--- src/rtl/dec_fwd_stage.sv ---
// dec_fwd_stage: single-entry decode/operand stage with prioritised
// operand forwarding, load-use interlock and early branch resolution.
// Ports:
//   clk, resetn          clock, synchronous active-low reset
//   in_*                 upstream valid/ready handshake and decoded fields
//   rf_idx*/rf_val*      register file read index out, data in
//   fwd_dst/val/rdy      NFWD producer slices, slice 0 youngest
//   flush                kill the held instruction
//   out_*                downstream handshake, held fields, operands
//   br_taken/br_target   redirect (qualified by out_valid & out_ready)
//   hazard_cnt           saturating count of interlocked cycles
module dec_fwd_stage #(
    parameter int XLEN   = 32,
    parameter int RIDX_W = 5,
    parameter int NFWD   = 3,
    parameter bit BR_EN  = 1'b1,
    parameter int HCNT_W = 16
) (
    input  logic                   clk,
    input  logic                   resetn,
    input  logic                   in_valid,
    output logic                   in_ready,
    input  logic [XLEN-1:0]        in_pc,
    input  logic [RIDX_W-1:0]      in_src1,
    input  logic [RIDX_W-1:0]      in_src2,
    input  logic [RIDX_W-1:0]      in_dst,
    input  logic [XLEN-1:0]        in_imm,
    input  logic [2:0]             in_brop,
    output logic [RIDX_W-1:0]      rf_idx1,
    output logic [RIDX_W-1:0]      rf_idx2,
    input  logic [XLEN-1:0]        rf_val1,
    input  logic [XLEN-1:0]        rf_val2,
    input  logic [NFWD*RIDX_W-1:0] fwd_dst,
    input  logic [NFWD*XLEN-1:0]   fwd_val,
    input  logic [NFWD-1:0]        fwd_rdy,
    input  logic                   flush,
    output logic                   out_valid,
    input  logic                   out_ready,
    output logic [XLEN-1:0]        out_pc,
    output logic [XLEN-1:0]        out_imm,
    output logic [RIDX_W-1:0]      out_dst,
    output logic [XLEN-1:0]        out_op1,
    output logic [XLEN-1:0]        out_op2,
    output logic                   br_taken,
    output logic [XLEN-1:0]        br_target,
    output logic [HCNT_W-1:0]      hazard_cnt
);

    localparam logic [HCNT_W-1:0] HCNT_MAX = '1;
    localparam logic [HCNT_W-1:0] HCNT_ONE = 1;
    localparam logic [XLEN-1:0]   PC_STEP  = 4;

    logic              v_q, v_d;
    logic [XLEN-1:0]   pc_q, pc_d, imm_q, imm_d;
    logic [RIDX_W-1:0] src1_q, src1_d, src2_q, src2_d, dst_q, dst_d;
    logic [2:0]        brop_q, brop_d;
    logic [HCNT_W-1:0] hcnt_q, hcnt_d;

    logic [XLEN:0]     res1, res2;
    logic              hazard, in_fire, out_fire, cond;
    logic [XLEN-1:0]   tgt;

    // Returns {ready, value}; the lowest matching slice wins and a
    // zero destination never matches because s is nonzero there.
    function automatic logic [XLEN:0] resolve(
        input logic [RIDX_W-1:0]      s,
        input logic [XLEN-1:0]        rf,
        input logic [NFWD*RIDX_W-1:0] fd,
        input logic [NFWD*XLEN-1:0]   fv,
        input logic [NFWD-1:0]        fr
    );
        logic [XLEN:0] r;
        logic          hit;
        r   = {1'b1, rf};
        hit = 1'b0;
        if (s == '0) begin
            r = {1'b1, {XLEN{1'b0}}};
        end else begin
            for (int i = 0; i < NFWD; i++) begin
                if (!hit && fd[i*RIDX_W +: RIDX_W] == s) begin
                    hit = 1'b1;
                    r   = {fr[i], fv[i*XLEN +: XLEN]};
                end
            end
        end
        return r;
    endfunction

    assign res1 = resolve(src1_q, rf_val1, fwd_dst, fwd_val, fwd_rdy);
    assign res2 = resolve(src2_q, rf_val2, fwd_dst, fwd_val, fwd_rdy);

    assign out_op1 = res1[XLEN-1:0];
    assign out_op2 = res2[XLEN-1:0];

    // Source 0 resolves ready, so only real pending producers stall.
    assign hazard    = v_q & ~(res1[XLEN] & res2[XLEN]);
    assign out_valid = v_q & ~hazard & ~flush;
    assign out_fire  = out_valid & out_ready;
    assign in_ready  = ~v_q | out_fire;
    assign in_fire   = in_valid & in_ready;

    assign rf_idx1    = src1_q;
    assign rf_idx2    = src2_q;
    assign out_pc     = pc_q;
    assign out_imm    = imm_q;
    assign out_dst    = dst_q;
    assign hazard_cnt = hcnt_q;

    // Signed compares against zero reduce to sign bit and zero test.
    always_comb begin
        cond = 1'b0;
        case (brop_q)
            3'd1:    cond = out_op1 == out_op2;
            3'd2:    cond = out_op1 != out_op2;
            3'd3:    cond = out_op1[XLEN-1] | (out_op1 == '0);
            3'd4:    cond = ~out_op1[XLEN-1] & (out_op1 != '0);
            3'd5:    cond = out_op1[XLEN-1];
            3'd6:    cond = ~out_op1[XLEN-1];
            3'd7:    cond = 1'b1;
            default: cond = 1'b0;
        endcase
    end

    assign tgt = (brop_q == 3'd7) ? out_op1
               : pc_q + PC_STEP + (imm_q << 2);

    if (BR_EN) begin : g_br
        assign br_taken  = out_valid & cond;
        assign br_target = tgt;
    end else begin : g_nobr
        assign br_taken  = 1'b0;
        assign br_target = '0;
    end

    always_comb begin
        v_d    = v_q;
        pc_d   = pc_q;
        imm_d  = imm_q;
        src1_d = src1_q;
        src2_d = src2_q;
        dst_d  = dst_q;
        brop_d = brop_q;
        hcnt_d = hcnt_q;
        if (hazard && hcnt_q != HCNT_MAX) begin
            hcnt_d = hcnt_q + HCNT_ONE;
        end
        if (flush) begin
            v_d = 1'b0;
        end else if (in_fire) begin
            v_d    = 1'b1;
            pc_d   = in_pc;
            imm_d  = in_imm;
            src1_d = in_src1;
            src2_d = in_src2;
            dst_d  = in_dst;
            brop_d = in_brop;
        end else if (out_fire) begin
            v_d = 1'b0;
        end
    end

    always_ff @(posedge clk) begin
        if (!resetn) begin
            v_q    <= 1'b0;
            pc_q   <= '0;
            imm_q  <= '0;
            src1_q <= '0;
            src2_q <= '0;
            dst_q  <= '0;
            brop_q <= '0;
            hcnt_q <= '0;
        end else begin
            v_q    <= v_d;
            pc_q   <= pc_d;
            imm_q  <= imm_d;
            src1_q <= src1_d;
            src2_q <= src2_d;
            dst_q  <= dst_d;
            brop_q <= brop_d;
            hcnt_q <= hcnt_d;
        end
    end

endmodule

--- config.mk ---
export PLATFORM = sky130hd
export DESIGN_NAME = dec_fwd_stage
export DESIGN_NICKNAME = d
export VERILOG_FILES = /design/src/rtl/dec_fwd_stage.sv
export SDC_FILE = /design/constraint.sdc
export NUM_CORES = 1
export LEC_CHECK = 0
export ABC_AREA = 1
export BUFFER_PORTS_ARGS = -buffer_cell sky130_fd_sc_hd__buf_2
export CAP_MARGIN = 20
export CORE_MARGIN = 8
export CORE_UTILIZATION = 40
export DETAILED_ROUTE_END_ITERATION = 10
export PLACE_DENSITY = 0.75
export SETUP_SLACK_MARGIN = 0.02
export SLEW_MARGIN = 40
export SYNTH_ARGS = -nofsm -noshare
export SYNTH_HDL_FRONTEND = slang
export SYNTH_SLANG_ARGS = --single-unit
--- constraint.sdc ---
create_clock -name clk -period 3.1 [get_ports clk]
set_input_delay 0.62 -clock clk [delete_from_list [all_inputs] [get_ports clk]]
set_output_delay 0.62 -clock clk [all_outputs]
set_load 0.02 [all_outputs]
==> results by group <==
Outcome
  • Run status: finished, violations left
  • Failing checks: setup timing

Synthesis
  • Cell variety after synth: 46
  • Synth Register Bits: 99
  • Compound-Gate Fraction of Synth Area: 15.3%
  • Mux cell area share after synthesis: 0%
  • Simple-Gate Fraction of Synth Area: 46.5%
  • Synthesized area: 10,800 µm²
  • Largest family of logic cells by synthesized area: simple AND/OR/NAND/NOR gates
  • Syn Area/Cell: 5.38 µm²
  • Mapped Nets: 2,327
  • Top_reg_cell synth: dfxtp_1
  • Fraction of registers with async set/reset: 0%
  • EDFF count, synth: 0
  • XOR/XNOR share of the synthesized area: 2.51%
  • Synth Area in Adders: 6.92%
  • Synthesized netlist cell count: 2,003
  • Ys Warns: 0
  • Post-synthesis sequential area ratio: 18.4%

Layout
  • # fillers: 2,104
  • Layout Cells excl Fill: 3,181
  • Layout cells sized above 1: 48.3%
  • Area growth from synthesis to layout: 87.5%
  • Post-route cell area: 20,200 µm²
  • Fin nets: 3,156

Timing
  • Fin. Hold Viols: 0
  • Fmax: 0.262 GHz
  • Slew Limit Headroom: 56.4%
  • Fin crit share: 123%
  • Worst Setup Slack, final: -718 ps
  • Fin crit period: 3820 ps
  • Measured slew at the worst slew-check pin: 653 ps
  • Max-slew violations: 0
  • Final setup viols: 33
  • Clock Skews: 10.2 ps
  • Unrepaired setup endpoints after global routing: true

Detailed routing
  • DR vias: 17.6k
  • Total wire length: 67,500 µm
  • Starting DRT DRC Count: 1,738
  • Residual DRC count: 0
  • Wire length per cell: 21.2 µm
  • Router iterations before antenna repair: 6
  • Antenna viol nets, final: 0
  • Routed vias/inst: 5.53

Pwr
  • Internal power: 3.85 mW
  • Proportion of power drawn by the clock network: 16.6%
  • VDD IR-drop max: 506 µV
  • Gate power share: 62.6%
  • Sequential share of power: 20.8%
  • LEAKAGE: 10.6 nW
  • Cell Pwr Density: 341 nW/µm²
  • Switch share: 44.1%
  • Net Sw Power: 3.04 mW

Clock tree
  • TritonCTS buffer count: 9
  • TritonCTS clock tree: yes
  • CTS max path bufs: 2
  • Clock sinks: 99
  • Clock Latency Late Sink: 350 ps
  • Clock-pin transition on the worst setup and hold timing paths: 70 ps
  • H-tree levels: 3
  • CTS Root Cell: clkbuf_16

Critical path
  • CP arrival: 3200 ps
  • Req. time, crit path: 2480 ps
  • Critical path launch point type: flop
  • Worst-path fanout max: 5
  • Worst Setup Path Type: reg2out
  • Crit. End Element: output port

Placement
  • Post-DP Area: 16,600 µm²
  • Placed Cells: 3,069
  • PortBufs: 458
  • GP Congestion: 1.04
  • DP HPWL: 46,600 µm

Hold path
  • Hold crit path type: reg2reg

Global route
  • Total GRT Usage: 34.7%
  • Initial antenna violation count: 5
  • First-pass GRT wire length: 91,300 µm
  • Vias in the first global route: 16.6k
  • Remaining Overflow, GRT: 0
  • Largest net degree at the start of global routing: 96

Floorplanning
  • Chip Width: 180 µm
  • CORE AREA: 26,700 µm²
  • Rows: 60
  • Die footprint: 32,500 µm²
  • Die height: 180 µm
  • Initial Util: 40.3%
  • Top-level I/O count: 459

Flow run
  • Max-capacitance violation count: 0
[path summary, 6_finish.rpt]
path,depth (start not counted),slack [ps],startpoint,end
max,18,-720,rf_idx1[1]$_SDFFE_PN0P_,br_taken
min,2,480,hazard_cnt[14]$_SDFFE_PN0P_,hazard_cnt[14]$_SDFFE_PN0P_
max reg2reg,19,30,rf_idx2[0]$_SDFFE_PN0P_,out_imm[12]$_SDFFE_PN0P_
min reg2reg,2,480,hazard_cnt[14]$_SDFFE_PN0P_,hazard_cnt[14]$_SDFFE_PN0P_
[per-stage QoR]
stage / setup TNS, ps / power (mW) / hold WS, ps / utilization [%] / worst slack, ps
global placement: -30210 / 4.88 / 461 / 62.0 / -803
detailed placement: -33680 / 4.90 / 471 / 62.0 / -886
floorplan: -92.9 / 3.20 / 483 / - / -52.8
CTS: -5540 / 6.38 / 482 / 69.1 / -645
finish: -8100 / 6.89 / 482 / 75.6 / -718
global route: -13840 / 7.17 / 496 / 75.6 / -879
[layout make-up]
type	count	area (µm²)	area share (%)
multi-input cells	1633	9840	48.7
repair buffers	915	6910	34.2
flip-flops and latches	99	2050	10.2
inverters	174	683	3.38
well taps	341	427	2.11
clock buffers	11	233	1.15
clock inverters	5	60.1	0.297
diodes	3	7.51	0.0371
[power groups by stage]
| stage | clock (mW) | combinational, mW | sequential (mW) |
|---|---|---|---|
| 2_1_floorplan | 0 | 1.68 | 1.52 |
| 4_1_cts | 1.14 | 3.81 | 1.43 |
| 5_1_grt | 1.19 | 4.54 | 1.44 |
| 3_3_place_gp | 0 | 3.44 | 1.44 |
| 6_report | 1.14 | 4.32 | 1.43 |
| 3_5_place_dp | 0 | 3.46 | 1.45 |
[sequential cells by signal, indices dropped and copies added (netlist names)]
register and flops:
out_imm 32, brop_q 3, hazard_cnt 16, v_q 1, rf_idx2 5, rf_idx1 5
out_dst 5, out_pc 32
[worst max-delay path, cell delays in order, from the launching register on]
cell and delay (ps):
dfxtp_4 370, buf_6 130, xnor2_4 120, nand2_2 90
nor2_4 130, nand3_4 150, buf_12 190, buf_8 140
buf_16 140, o21ai_1 210, nor2_4 80, nor2_1 190
nand4_1 150, nor2_2 170, nand2_2 100, a21oi_2 150
nor2_2 60, a21oi_4 140, buf_6 140
[synth_stat cells, types with 4 or more instances]
| library cell | instances | share of area (%) |
|---|---|---|
| a21oi_1 | 57 | 2.6 |
| a31oi_1 | 6 | 0.35 |
| buf_1 | 4 | 0.14 |
| buf_2 | 37 | 1.7 |
| buf_4 | 7 | 0.49 |
| buf_6 | 4 | 0.42 |
| clkbuf_1 | 45 | 1.6 |
| dfxtp_1 | 99 | 18 |
| ha_1 | 58 | 6.7 |
| inv_1 | 163 | 5.7 |
| inv_2 | 11 | 0.38 |
| nand2_1 | 565 | 20 |
| nand3_1 | 161 | 7.5 |
| nand3_2 | 5 | 0.46 |
| nand4_1 | 13 | 0.75 |
| nor2_1 | 434 | 15 |
| nor2_2 | 13 | 0.75 |
| nor3_1 | 15 | 0.70 |
| nor4_1 | 4 | 0.23 |
| o21ai_0 | 187 | 8.7 |
| o21ai_1 | 46 | 2.1 |
| o21bai_1 | 5 | 0.35 |
| or2_2 | 7 | 0.41 |
| xnor2_1 | 19 | 1.5 |
| xor2_1 | 10 | 0.81 |
[what timing repair did]
action                                  CTS  global route
endpoints found under the setup margin  122           130
pin swaps                                80           118
cloned                                    4            19
hold buffers                              0             0
resized for setup                       313           250
buffers inserted                         35            56
hold endpoints to repair                  0             0
[metal layers]
layer / vias to the layer above / share of wire (%) / GRT usage, %
li1: 8081 / - / -
met1: 8009 / 35 / 38.3
met2: 1172 / 47 / 62.0
met3: 330 / 10 / 8.10
met4: 4 / 7.7 / 16.8
met5: - / 0.036 / 0
[cells by family after synthesis]
kind of cell | after synthesis
AND/OR/NAND/NOR | 1227
AO/OA/AOI/OAI | 317
buffers and inverters | 271
flip-flops | 99
adder cells (fa/ha/maj) | 59
XOR/XNOR | 30
[placed cells by master, fill, tap and decap left out, types with 34 or more instances in the layout]
| master | synthesis | routed |
|---|---|---|
| a21oi_1 | 57 | 34 |
| buf_2 | 37 | 415 |
| buf_4 | 7 | 365 |
| buf_6 | 4 | 77 |
| dfxtp_1 | 99 | 64 |
| ha_4 | 0 | 41 |
| inv_1 | 163 | 146 |
| nand2_1 | 565 | 486 |
| nand2_2 | 1 | 68 |
| nand3_1 | 161 | 139 |
| nor2_1 | 434 | 333 |
| nor2_2 | 13 | 70 |
| nor2_4 | 0 | 44 |
| o21ai_0 | 187 | 121 |
| o21ai_1 | 46 | 64 |
No activity file was read; power rests on OpenSTA's default activity.
